--- src/rtl/bp_fe_instr_realigner.sv ---
// Front-end realigner: turns aligned 32-bit fetch words into one 32-bit instruction per handshake,
// expanding RVC parcels and stitching straddlers. BP_FE_REALIGN_PERF_EN adds event counters.
module bp_fe_instr_realigner
  #(parameter int vaddr_width_p = 39,
    parameter int instr_width_p = 32)
  (input  logic                       clk_i,
   input  logic                       reset_i,
   input  logic                       fetch_v_i,
   input  logic [vaddr_width_p-1:0]   fetch_pc_i,
   input  logic [instr_width_p-1:0]   fetch_data_i,
   output logic                       fetch_ready_o,
   input  logic                       redirect_v_i,
   output logic [instr_width_p/2-1:0] exp_cinstr_o,
   input  logic [instr_width_p-1:0]   exp_instr_i,
   input  logic                       exp_v_i,
   output logic                       instr_v_o,
   input  logic                       instr_ready_i,
   output logic [instr_width_p-1:0]   instr_o,
   output logic [vaddr_width_p-1:0]   instr_pc_o,
   output logic                       instr_compressed_o,
`ifdef BP_FE_REALIGN_PERF_EN
   output logic [31:0]                perf_cinstr_o,
   output logic [31:0]                perf_straddle_o,
`endif
   output logic                       instr_illegal_o);

  localparam int parcel_width_lp = instr_width_p / 2;

  typedef enum logic [0:0] {EMPTY = 1'b0, RESID = 1'b1} state_e;

  state_e                       state_q, nxt_state;
  logic [parcel_width_lp-1:0]   resid_q, nxt_resid;
  logic [vaddr_width_p-1:0]     resid_pc_q, nxt_resid_pc;
  logic [parcel_width_lp-1:0]   parcel0, parcel1;
  logic                         resid_c, p0_c, p1_c, adv, accept;
  logic                         emit, emit_c, emit_ill, emit_stitch;
  logic [instr_width_p-1:0]     emit_instr;
  logic [vaddr_width_p-1:0]     emit_pc;

  assign parcel0 = fetch_data_i[parcel_width_lp-1:0];
  assign parcel1 = fetch_data_i[instr_width_p-1:parcel_width_lp];
  assign resid_c = (resid_q[1:0] != 2'b11);
  assign p0_c    = (parcel0[1:0] != 2'b11);
  assign p1_c    = (parcel1[1:0] != 2'b11);

  assign adv           = !instr_v_o || instr_ready_i;
  assign fetch_ready_o = adv && !redirect_v_i && !((state_q == RESID) && resid_c);
  assign accept        = fetch_v_i && fetch_ready_o;

  // Parcel presented to the expander: the held residue wins over the incoming word.
  always_comb begin
    if (state_q == RESID) begin
      exp_cinstr_o = resid_q;
    end else if (fetch_pc_i[1]) begin
      exp_cinstr_o = parcel1;
    end else begin
      exp_cinstr_o = parcel0;
    end
  end

  // Select the next emitted instruction and the next residue state.
  always_comb begin
    emit         = 1'b0;
    emit_instr   = exp_instr_i;
    emit_pc      = fetch_pc_i;
    emit_c       = 1'b1;
    emit_ill     = !exp_v_i;
    emit_stitch  = 1'b0;
    nxt_state    = state_q;
    nxt_resid    = resid_q;
    nxt_resid_pc = resid_pc_q;
    case (state_q)
      RESID: begin
        if (resid_c) begin
          emit      = 1'b1;
          emit_pc   = resid_pc_q;
          nxt_state = EMPTY;
        end else if (accept) begin
          // Upper half comes from the new word; the stream is assumed sequential.
          emit         = 1'b1;
          emit_instr   = {parcel0, resid_q};
          emit_pc      = resid_pc_q;
          emit_c       = 1'b0;
          emit_ill     = 1'b0;
          emit_stitch  = 1'b1;
          nxt_resid    = parcel1;
          nxt_resid_pc = resid_pc_q + vaddr_width_p'(4);
        end else begin
          nxt_state = RESID;
        end
      end
      default: begin
        if (!accept) begin
          nxt_state = EMPTY;
        end else if (!fetch_pc_i[1]) begin
          emit = 1'b1;
          if (p0_c) begin
            nxt_resid    = parcel1;
            nxt_resid_pc = fetch_pc_i + vaddr_width_p'(2);
            nxt_state    = RESID;
          end else begin
            emit_instr = fetch_data_i;
            emit_c     = 1'b0;
            emit_ill   = 1'b0;
          end
        end else if (p1_c) begin
          emit = 1'b1;
        end else begin
          nxt_resid    = parcel1;
          nxt_resid_pc = fetch_pc_i;
          nxt_state    = RESID;
        end
      end
    endcase
  end

  // Residue state and output register; redirect flushes, reset overrides everything.
  always_ff @(posedge clk_i) begin
    if (reset_i) begin
      state_q            <= EMPTY;
      resid_q            <= '0;
      resid_pc_q         <= '0;
      instr_v_o          <= 1'b0;
      instr_o            <= '0;
      instr_pc_o         <= '0;
      instr_compressed_o <= 1'b0;
      instr_illegal_o    <= 1'b0;
    end else if (redirect_v_i) begin
      state_q    <= EMPTY;
      resid_q    <= '0;
      resid_pc_q <= '0;
      instr_v_o  <= 1'b0;
    end else if (adv) begin
      state_q    <= nxt_state;
      resid_q    <= nxt_resid;
      resid_pc_q <= nxt_resid_pc;
      instr_v_o  <= emit;
      if (emit) begin
        instr_o            <= emit_instr;
        instr_pc_o         <= emit_pc;
        instr_compressed_o <= emit_c;
        instr_illegal_o    <= emit_ill;
      end
    end
  end

`ifdef BP_FE_REALIGN_PERF_EN
  // Event counters survive redirects and wrap naturally.
  always_ff @(posedge clk_i) begin
    if (reset_i) begin
      perf_cinstr_o   <= 32'd0;
      perf_straddle_o <= 32'd0;
    end else if (!redirect_v_i && adv && emit) begin
      if (emit_c) perf_cinstr_o <= perf_cinstr_o + 32'd1;
      if (emit_stitch) perf_straddle_o <= perf_straddle_o + 32'd1;
    end
  end
`endif

endmodule

--- config.mk ---
export PLATFORM = sky130hd
export DESIGN_NAME = bp_fe_instr_realigner
export DESIGN_NICKNAME = d
export VERILOG_FILES = /design/src/rtl/bp_fe_instr_realigner.sv
export SDC_FILE = /design/constraint.sdc
export NUM_CORES = 1
export LEC_CHECK = 0
export BUFFER_PORTS_ARGS = -buffer_cell sky130_fd_sc_hd__buf_2
export CAP_MARGIN = 0
export CORE_MARGIN = 4
export CORE_UTILIZATION = 30
export CTS_CLUSTER_SIZE = 25
export DETAILED_ROUTE_END_ITERATION = 6
export PLACE_DENSITY = 0.59
export SLEW_MARGIN = 20
export SYNTH_ARGS = -nofsm -noshare
export SYNTH_HDL_FRONTEND = slang
export SYNTH_SLANG_ARGS = --single-unit
--- constraint.sdc ---
create_clock -name clk_i -period 2.5 [get_ports clk_i]
set_input_delay 0.25 -clock clk_i [delete_from_list [all_inputs] [get_ports clk_i]]
set_output_delay 0.25 -clock clk_i [all_outputs]
set_load 0.02 [all_outputs]
Word-level counts from Yosys, hierarchy flattened
Index checks and enable logic that the tools add are counted.
Widths: inputs -> output; s select.
{ "totals": {"regBits": 130, "elab_cells": 79, "input_bits": 109, "output_inout_bits": 91} }
{ "classes": {"reduce_logical": 15, "n_mux": 48, "eq_ne": 5, "bitwise": 1, "n_addsub": 2} }
{ "ops": {"columns": ["operator", "count"], "rows": [
  ["$mux 39", 10],
  ["$mux 32", 6],
  ["$mux 16", 9],
  ["$add 39x2->39 const B", 1],
  ["$add 39x3->39 const B", 1],
  ["$mux 1", 23],
  ["$ne 2x2->1 const B", 4],
  ["$reduce_and 6->1", 1],
  ["$logic_and 1x1->1", 4],
  ["$logic_not 1->1", 4],
  ["$reduce_bool 2->1", 2],
  ["$ne 3x3->1 const B", 1],
  ["$reduce_and 3->1", 1],
  ["$reduce_bool 3->1", 1],
  ["$reduce_or 2->1", 1],
  ["$logic_or 1x1->1", 1],
  ["$not 1->1", 1]
]} }

Depth between registers and ports, before layout
Gate-level depths: netlist of run 1.
{ "depth": {"word_depth": 9, "depth_mapped": 8, "mapped_depth_nobuf": 6} }

Worst setup path after synthesis of run 1
No wires, ideal clock.
{ "synth_path": {"path_type": "register to register", "startpoint": "register resid_pc_q[15]", "endpoint": "register resid_pc_q[38]", "setup_slack_ns": 0.311, "setup_ns": 0.062, "path_stages_with_launch": 7, "required_ns": 2.438, "synth_period_minus_slack_ns": 2.189, "t_arrival_ns": 2.126, "cell_sequence": "dfxtp_1 -> nand4_2 -> or3_1 -> buf_2 -> or4b_4 -> or4_1 -> nand3_1"} }
{ "synth_between": {"elab_chain_len": 4} }
{ "synth_lines": {"columns": ["element", "line_no", "text"], "rows": [
  ["start, declared", "33", "logic [vaddr_width_p-1:0] resid_pc_q, nxt_resid_pc;"],
  ["start signal, assigned", "136", "resid_pc_q <= nxt_resid_pc;"],
  ["$add 39x3->39", "87", "nxt_resid_pc = resid_pc_q + vaddr_width_p'(4);"],
  ["$mux 39", "78", "end else if (accept) begin"],
  ["$mux 39", "74", "if (resid_c) begin"],
  ["$mux 39", "72", "case (state_q)"]
]} }
Every way passes these cells. The select of a mux whose other input is x is not followed.
A chain may end at the register's enable or synchronous reset.

Worst setup path after layout of run 1
{ "layout_path": {"startpoint": "register resid_pc_q[2]", "endpoint": "register resid_pc_q[30]"} }
The elaborated chain is that of the path after synthesis.

==> results of run 1 <==
cell type report:
| type | instances | area share |
|---|---|---|
| Timing Repair Buffer | 247 | 0.147 |
| Sequential cell | 130 | 0.272 |
| Inverter | 7 | 0.00275 |
| Tap cell | 324 | 0.0424 |
| Multi-Input combinational cell | 695 | 0.476 |
| Clock inverter | 10 | 0.0144 |
| Clock buffer | 20 | 0.0456 |
synth_stat cells, types with 2 or more instances:
library cell / instances
a211oi_1: 39
a21oi_1: 46
a222oi_1: 3
a22o_1: 2
a22oi_1: 14
a31o_2: 30
a31oi_1: 11
a32oi_1: 2
and2_1: 4
and3_1: 6
and4_1: 6
buf_1: 6
buf_2: 10
clkbuf_1: 54
clkbuf_8: 2
dfxtp_1: 130
inv_1: 6
mux2_2: 2
mux2i_1: 125
nand2_1: 142
nand2b_1: 2
nand3_1: 23
nand3b_1: 2
nand4_1: 8
nand4_2: 3
nand4b_1: 2
nor2_1: 73
nor2b_1: 2
nor3_1: 11
nor3b_1: 30
nor4_1: 19
o21a_1: 2
o21ai_0: 29
o221a_2: 2
o221ai_1: 4
o22ai_1: 8
o31a_1: 2
o31ai_1: 2
or3_1: 6
or4_1: 7
power breakdown:
part | internal (uW) | switching, uW
logic | 333 | 532
clock network | 1550 | 961
registers | 2160 | 52.7
total | 4050 | 1550
cells in the final DEF (no fill, tap or decap), types with 3 or more instances in the layout:
| master | instances |
|---|---|
| a21oi_1 | 45 |
| and3_1 | 6 |
| a22oi_1 | 14 |
| or3_1 | 6 |
| and2_1 | 4 |
| buf_2 | 199 |
| and4_1 | 6 |
| nor2_1 | 72 |
| clkbuf_16 | 17 |
| a31o_2 | 30 |
| nor3_1 | 10 |
| bufinv_16 | 3 |
| buf_12 | 4 |
| clkbuf_1 | 3 |
| nand2_1 | 142 |
| inv_1 | 6 |
| nand3_1 | 23 |
| nand4_1 | 8 |
| clkinv_2 | 3 |
| a222oi_1 | 3 |
| nor3b_1 | 30 |
| nor4_1 | 19 |
| o21ai_0 | 29 |
| o22ai_1 | 8 |
| o221ai_1 | 4 |
| a211oi_1 | 39 |
| nand4_2 | 3 |
| or4_1 | 7 |
| buf_4 | 44 |
| mux2i_1 | 125 |
| dfxtp_1 | 129 |
| a31oi_1 | 11 |
metal layers:
metal,GRT usage,wire [um],vias to the layer above
met5,0,9,-
met3,0.0573,2290,26
met1,0.251,11500,3570
li1,-,-,3735
met2,0.313,12400,282
met4,0.0457,361,2
metrics by stage:
stage	hold WS [ns]	util	instances	cell area (um^2)	total power [uW]
6_report	0.0874	0.392	1433	9570	5600
5_1_grt	0.0910	0.392	1433	9570	5820
3_5_place_dp	0.459	0.369	1403	9000	3140
3_3_place_gp	0.452	0.369	1403	9000	3130
2_1_floorplan	0.383	-	905	7440	2750
4_1_cts	0.0721	0.392	1433	9570	5650
worst max path at each step:
stage,startpoint,end,slack (ns),cells after the start
CTS,instr_v_o$_SDFFE_PP0N_,instr_pc_o[2]$_SDFFE_PP0P_,0.23,6
global placement,fetch_data_i[1],resid_pc_q[17]$_SDFFE_PP0P_,0.28,7
floorplan,resid_pc_q[15]$_SDFFE_PP0P_,resid_pc_q[38]$_SDFFE_PP0P_,0.31,6
global route,resid_pc_q[2]$_SDFFE_PP0P_,resid_pc_q[30]$_SDFFE_PP0P_,0.03,6
finish,resid_pc_q[2]$_SDFFE_PP0P_,resid_pc_q[30]$_SDFFE_PP0P_,0.21,6
detailed placement,instr_v_o$_SDFFE_PP0N_,instr_pc_o[2]$_SDFFE_PP0P_,0.23,6
tightest hold or removal path: stages:
cell and delay, ns:
buf_2 0.11, nand2_1 0.05, a21oi_1 0.05
cell families (layout without fill, tap and decap cells):
kind of cell             after synthesis  after routing
AO/OA/AOI/OAI                        209            209
AND/OR/NAND/NOR                      356            356
multiplexers                         127            127
flip-flops                           130            130
adder cells (fa/ha/maj)                1              1
buffers and inverters                 80            284
XOR/XNOR                               2              2
flip-flops by register name (all words and copies together) (netlist names):
signal and count:
instr_compressed_o 1, instr_illegal_o 1, instr_o 32, instr_pc_o 39
instr_v_o 1, resid_pc_q 39, resid_q 16, state_q 1
==> impl_metrics.py, run 1 <==
metrics = {
    "run_status": {
        "outcome": "finished clean",
    },
    "routing": {
        "route.detailed.drc": 0,
        "wirelength_mm": 26.5,
        "drtIter0Drc": 485,
        "vias_per_cell": 5.31,
        "num_vias": 7615,
        "drtPass1Iterations": 5,
        "wl_per_cell_um": 18.5,
        "route.antenna.remaining_nets": 0,
    },
    "placement": {
        "pre_cts_ws_ns": 0.230,
        "routabilityCongestion": 0.904,
        "dp_hpwl_mm": 19.4,
        "io_buffers": 199,
    },
    "global_route": {
        "grt_util_all_layers": 0.192,
        "grt_max_degree": 52,
        "antenna_found_initial": 2,
        "gr-total-overflow": 0,
        "grt_pass1_wl_mm": 41.2,
        "grt_pass1_vias": 7177,
    },
    "clocking": {
        "clock_sinks": 130,
        "cts_resized": 0,
        "clockRootBuffer": "clkbuf_16",
        "path_clk_slew_ns": 0.06,
        "postCtsSetupBuffers": 0,
        "clockBufferDepth": 2,
        "clock_latency_ns": 0.42,
        "cts_inserted_buffers": 17,
        "holdBufCountCts": 0,
        "htreeDepth": 4,
        "cts_tree": "done",
    },
    "pwr": {
        "irDropWorstVdd_uv": 339,
        "powerDensity_nw_per_um2": 585,
        "p_leak_uw": 0.00397,
    },
    "yosys": {
        "yosys_warnings": 0,
        "synthMuxAreaShare": 0.171,
        "ys_types": 68,
        "yosysTopAreaCell": "dfxtp_1",
        "synth_compound_area_frac": 0.194,
        "seq_area_frac_synth": 0.350,
        "synthFlopType": "dfxtp_1",
        "synth-simple-area-share": 0.236,
        "synth_area_um2": 7440,
        "yosysTopAreaCellShare": 0.350,
        "syn_nets": 1015,
        "synth_edf_count": 0,
        "synth_top_family_by_area": "simple AND/OR/NAND/NOR gates",
        "syn_area_per_cell_um2": 8.22,
        "synthCells": 905,
        "synth-xor-area-share": 0.00235,
        "synthArstFlopShare": 0,
        "synth_adder_area_share": 0.00168,
        "yosys-top-cells-area": "dfxtp_1 35%, mux2i_1 17%, nand2_1 7.2%",
        "ys_ff_latch": 130,
    },
    "sta": {
        "fmax_ghz": 0.436,
        "setup_ws_ns": 0.206,
        "finalSetupViolations": 0,
        "slew_headroom": 0.479,
        "finalHoldViolCount": 0,
        "rsz0062_at_grt": "false",
        "tns_ns": 0,
        "skew_ns": 0.0108,
        "timing.final.crit_share": 0.918,
        "slew_violations": 0,
        "tightest_slew_ns": 0.779,
        "finalCriticalPeriod_ns": 2.29,
    },
    "setup_path": {
        "cp.required_ns": 2.86,
        "worstSetupPathType": "reg -> reg",
        "path_buf_inv": 0,
        "r2r_start": "resid_pc_q[2]$_SDFFE_PP0P_",
        "cp.arrival_ns": 2.66,
        "cp_cell_sequence": "ha_1 -> nand4_1 -> or4_1 -> or3_1 -> o21ai_0 -> a22o_1",
        "slowest_delay_ns": 0.61,
        "r2r_cells": 6,
        "path_max_fanout": 8,
        "startpoint_type": "register",
        "cp_top_family": "simple AND/OR/NAND/NOR gates",
        "rr_endpoint": "resid_pc_q[30]$_SDFFE_PP0P_",
        "rrSetupSlack_ns": 0.21,
        "slowest_stage": "or4_1",
        "cp-end-kind": "register",
    },
    "layout": {
        "drive_gt1_frac": 0.296,
        "multi_input_area_um2": 4560,
        "regArea_um2": 2600,
        "diodes": 0,
        "fin_nets": 1208,
        "area_growth_pct": 28.6,
        "nFillCells": 2579,
    },
    "die": {
        "die_y_um": 166,
        "rows": 57,
        "initial_utilization": 0.305,
        "die_area_um2": 27400,
        "fp.dieW_um": 166,
        "core_area_um2": 24400,
        "ios": 200,
    },
    "worst_hold_path": {
        "hold_depth": 3,
        "hold_start": "fetch_data_i[28]",
        "min_to": "resid_q[12]$_SDFFE_PP0P_",
        "hold_path_class": "in -> reg",
    },
    "job": {
        "maxCapViolCount": 0,
    },
}
No activity file was read; power rests on OpenSTA's default activity.
==> inputs of run 2 (changes only) <==
--- a/config.mk
+++ b/config.mk
@@ -7,7 +7,8 @@
 export LEC_CHECK = 0
 export BUFFER_PORTS_ARGS = -buffer_cell sky130_fd_sc_hd__buf_2
 export CAP_MARGIN = 0
-export CORE_MARGIN = 4
+export CORE_ASPECT_RATIO = 1.5
+export CORE_MARGIN = 3
 export CORE_UTILIZATION = 30
 export CTS_CLUSTER_SIZE = 25
 export DETAILED_ROUTE_END_ITERATION = 6
==> impl_metrics.py, run 2 (synthesis results as in run 1) <==
metrics = {
    "run_status": {
        "outcome": "finished clean",
    },
    "routing": {
        "vias_per_cell": 5.29,
        "route.antenna.remaining_nets": 0,
        "drtIter0Drc": 441,
        "wl_per_cell_um": 18.4,
        "route.detailed.drc": 0,
        "wirelength_mm": 26.4,
        "drtPass1Iterations": 6,
        "num_vias": 7586,
    },
    "setup_path": {
        "rrSetupSlack_ns": 0.17,
        "cp_cell_sequence": "ha_1 -> nand4_1 -> or4_1 -> or3_1 -> o21ai_0 -> a22o_1",
        "cp.required_ns": 2.86,
        "cp.arrival_ns": 2.69,
        "path_buf_inv": 0,
        "slowest_delay_ns": 0.63,
        "startpoint_type": "register",
        "path_max_fanout": 8,
        "cp-end-kind": "register",
        "cp_top_family": "simple AND/OR/NAND/NOR gates",
        "slowest_stage": "or4_1",
        "worstSetupPathType": "reg -> reg",
    },
    "die": {
        "ios": 200,
        "die_y_um": 199,
        "initial_utilization": 0.305,
        "fp.dieW_um": 135,
        "die_area_um2": 26800,
        "rows": 70,
        "core_area_um2": 24400,
    },
    "clocking": {
        "postCtsSetupBuffers": 0,
        "htreeDepth": 4,
        "clockRootBuffer": "clkbuf_16",
        "holdBufCountCts": 0,
        "cts_inserted_buffers": 17,
        "cts_tree": "done",
        "clock_latency_ns": 0.42,
        "cts_resized": 0,
        "path_clk_slew_ns": 0.06,
        "clock_sinks": 130,
        "clockBufferDepth": 2,
    },
    "placement": {
        "pre_cts_ws_ns": 0.218,
        "routabilityCongestion": 0.872,
        "dp_hpwl_mm": 19.5,
        "io_buffers": 199,
    },
    "sta": {
        "rsz0062_at_grt": "false",
        "slew_headroom": 0.594,
        "finalSetupViolations": 0,
        "timing.final.crit_share": 0.934,
        "fmax_ghz": 0.428,
        "finalHoldViolCount": 0,
        "hold_ws_ns": 0.0919,
        "slew_violations": 0,
        "tns_ns": 0,
        "tightest_slew_ns": 0.609,
        "finalCriticalPeriod_ns": 2.33,
        "setup_ws_ns": 0.165,
        "skew_ns": 0.0129,
    },
    "pwr": {
        "seqPwrFrac": 0.393,
        "swShare": 0.271,
        "p_int_uw": 4110,
        "finalPower_uw": 5640,
        "irDropWorstVdd_uv": 466,
        "power.switching_uw": 1530,
        "pwr-share-clk": 0.454,
        "powerDensity_nw_per_um2": 587,
        "p_leak_uw": 0.00399,
        "combinationalPowerShare": 0.153,
    },
    "layout": {
        "layout_common_cells": "199 x buf_2, 142 x nand2_1, 129 x dfxtp_1, 125 x mux2i_1, 72 x nor2_1",
        "fin_nets": 1206,
        "drive_gt1_frac": 0.296,
        "postLayoutCoreUtil": 0.393,
        "area_growth_pct": 29.1,
        "reg_top3": "instr_pc_o x39, resid_pc_q x39, instr_o x32",
        "final_common_cell": "buf_2",
    },
    "global_route": {
        "gr-total-overflow": 0,
        "grt_max_degree": 62,
        "grt_pass1_vias": 7350,
        "antenna_found_initial": 4,
        "grt_util_all_layers": 0.195,
        "grt_pass1_wl_mm": 40.9,
    },
    "job": {
        "maxCapViolCount": 0,
    },
    "worst_hold_path": {
        "hold_path_class": "in -> reg",
    },
}
run 2: changes by cell type in the layout (fill, tap and decap cells not counted):
cell	change
clkinv_4	-1
clkbuf_1	-1
buf_12	+2
clkinv_2	+1
clkbuf_8	+2
buf_4	-4
diode_2	+1
run 2: power groups by stage:
stage | combinational, uW | sequential (uW) | clock [uW]
finish | 861 | 2220 | 2560
global placement | 867 | 2260 | 0
detailed placement | 871 | 2260 | 0
floorplan | 400 | 2350 | 0
CTS | 873 | 2220 | 2630
global route | 943 | 2230 | 2710
run 2: final cells by class:
| class | instances | area, um^2 |
|---|---|---|
| inverters | 7 | 26.3 |
| clock buffers | 21 | 460 |
| clock inverters | 10 | 134 |
| diodes | 1 | 2.50 |
| multi-input cells | 695 | 4560 |
| well taps | 324 | 405 |
| repair buffers | 245 | 1420 |
| fillers | 2524 | 14800 |
| flip-flops and latches | 130 | 2600 |
run 2: per-layer routing:
layer | global-route usage | up-vias | wire (um)
met5 | 0 | - | 30
met4 | 0.0842 | 6 | 811
met3 | 0.0514 | 44 | 1760
met2 | 0.347 | 252 | 13600
met1 | 0.217 | 3550 | 10200
li1 | - | 3734 | -
run 2: worst paths after layout:
check / from / cells after the start / end
max: resid_pc_q[2]$_SDFFE_PP0P_ / 6 / resid_pc_q[30]$_SDFFE_PP0P_
min: fetch_data_i[26] / 3 / resid_q[10]$_SDFFE_PP0P_
max reg2reg: resid_pc_q[2]$_SDFFE_PP0P_ / 6 / resid_pc_q[30]$_SDFFE_PP0P_
min reg2reg: resid_pc_q[1]$_SDFFE_PP0P_ / 2 / resid_pc_q[1]$_SDFFE_PP0P_
run 2: tightest hold or removal path: stages:
cell     delay (ns)
buf_2          0.11
nand2_1        0.05
a21oi_1        0.05
run 2: stage by stage:
step	area (um^2)	std cells
2_1_floorplan	7440	905
3_3_place_gp	9010	1401
3_5_place_dp	9010	1401
4_1_cts	9600	1432
5_1_grt	9600	1433
6_report	9600	1433
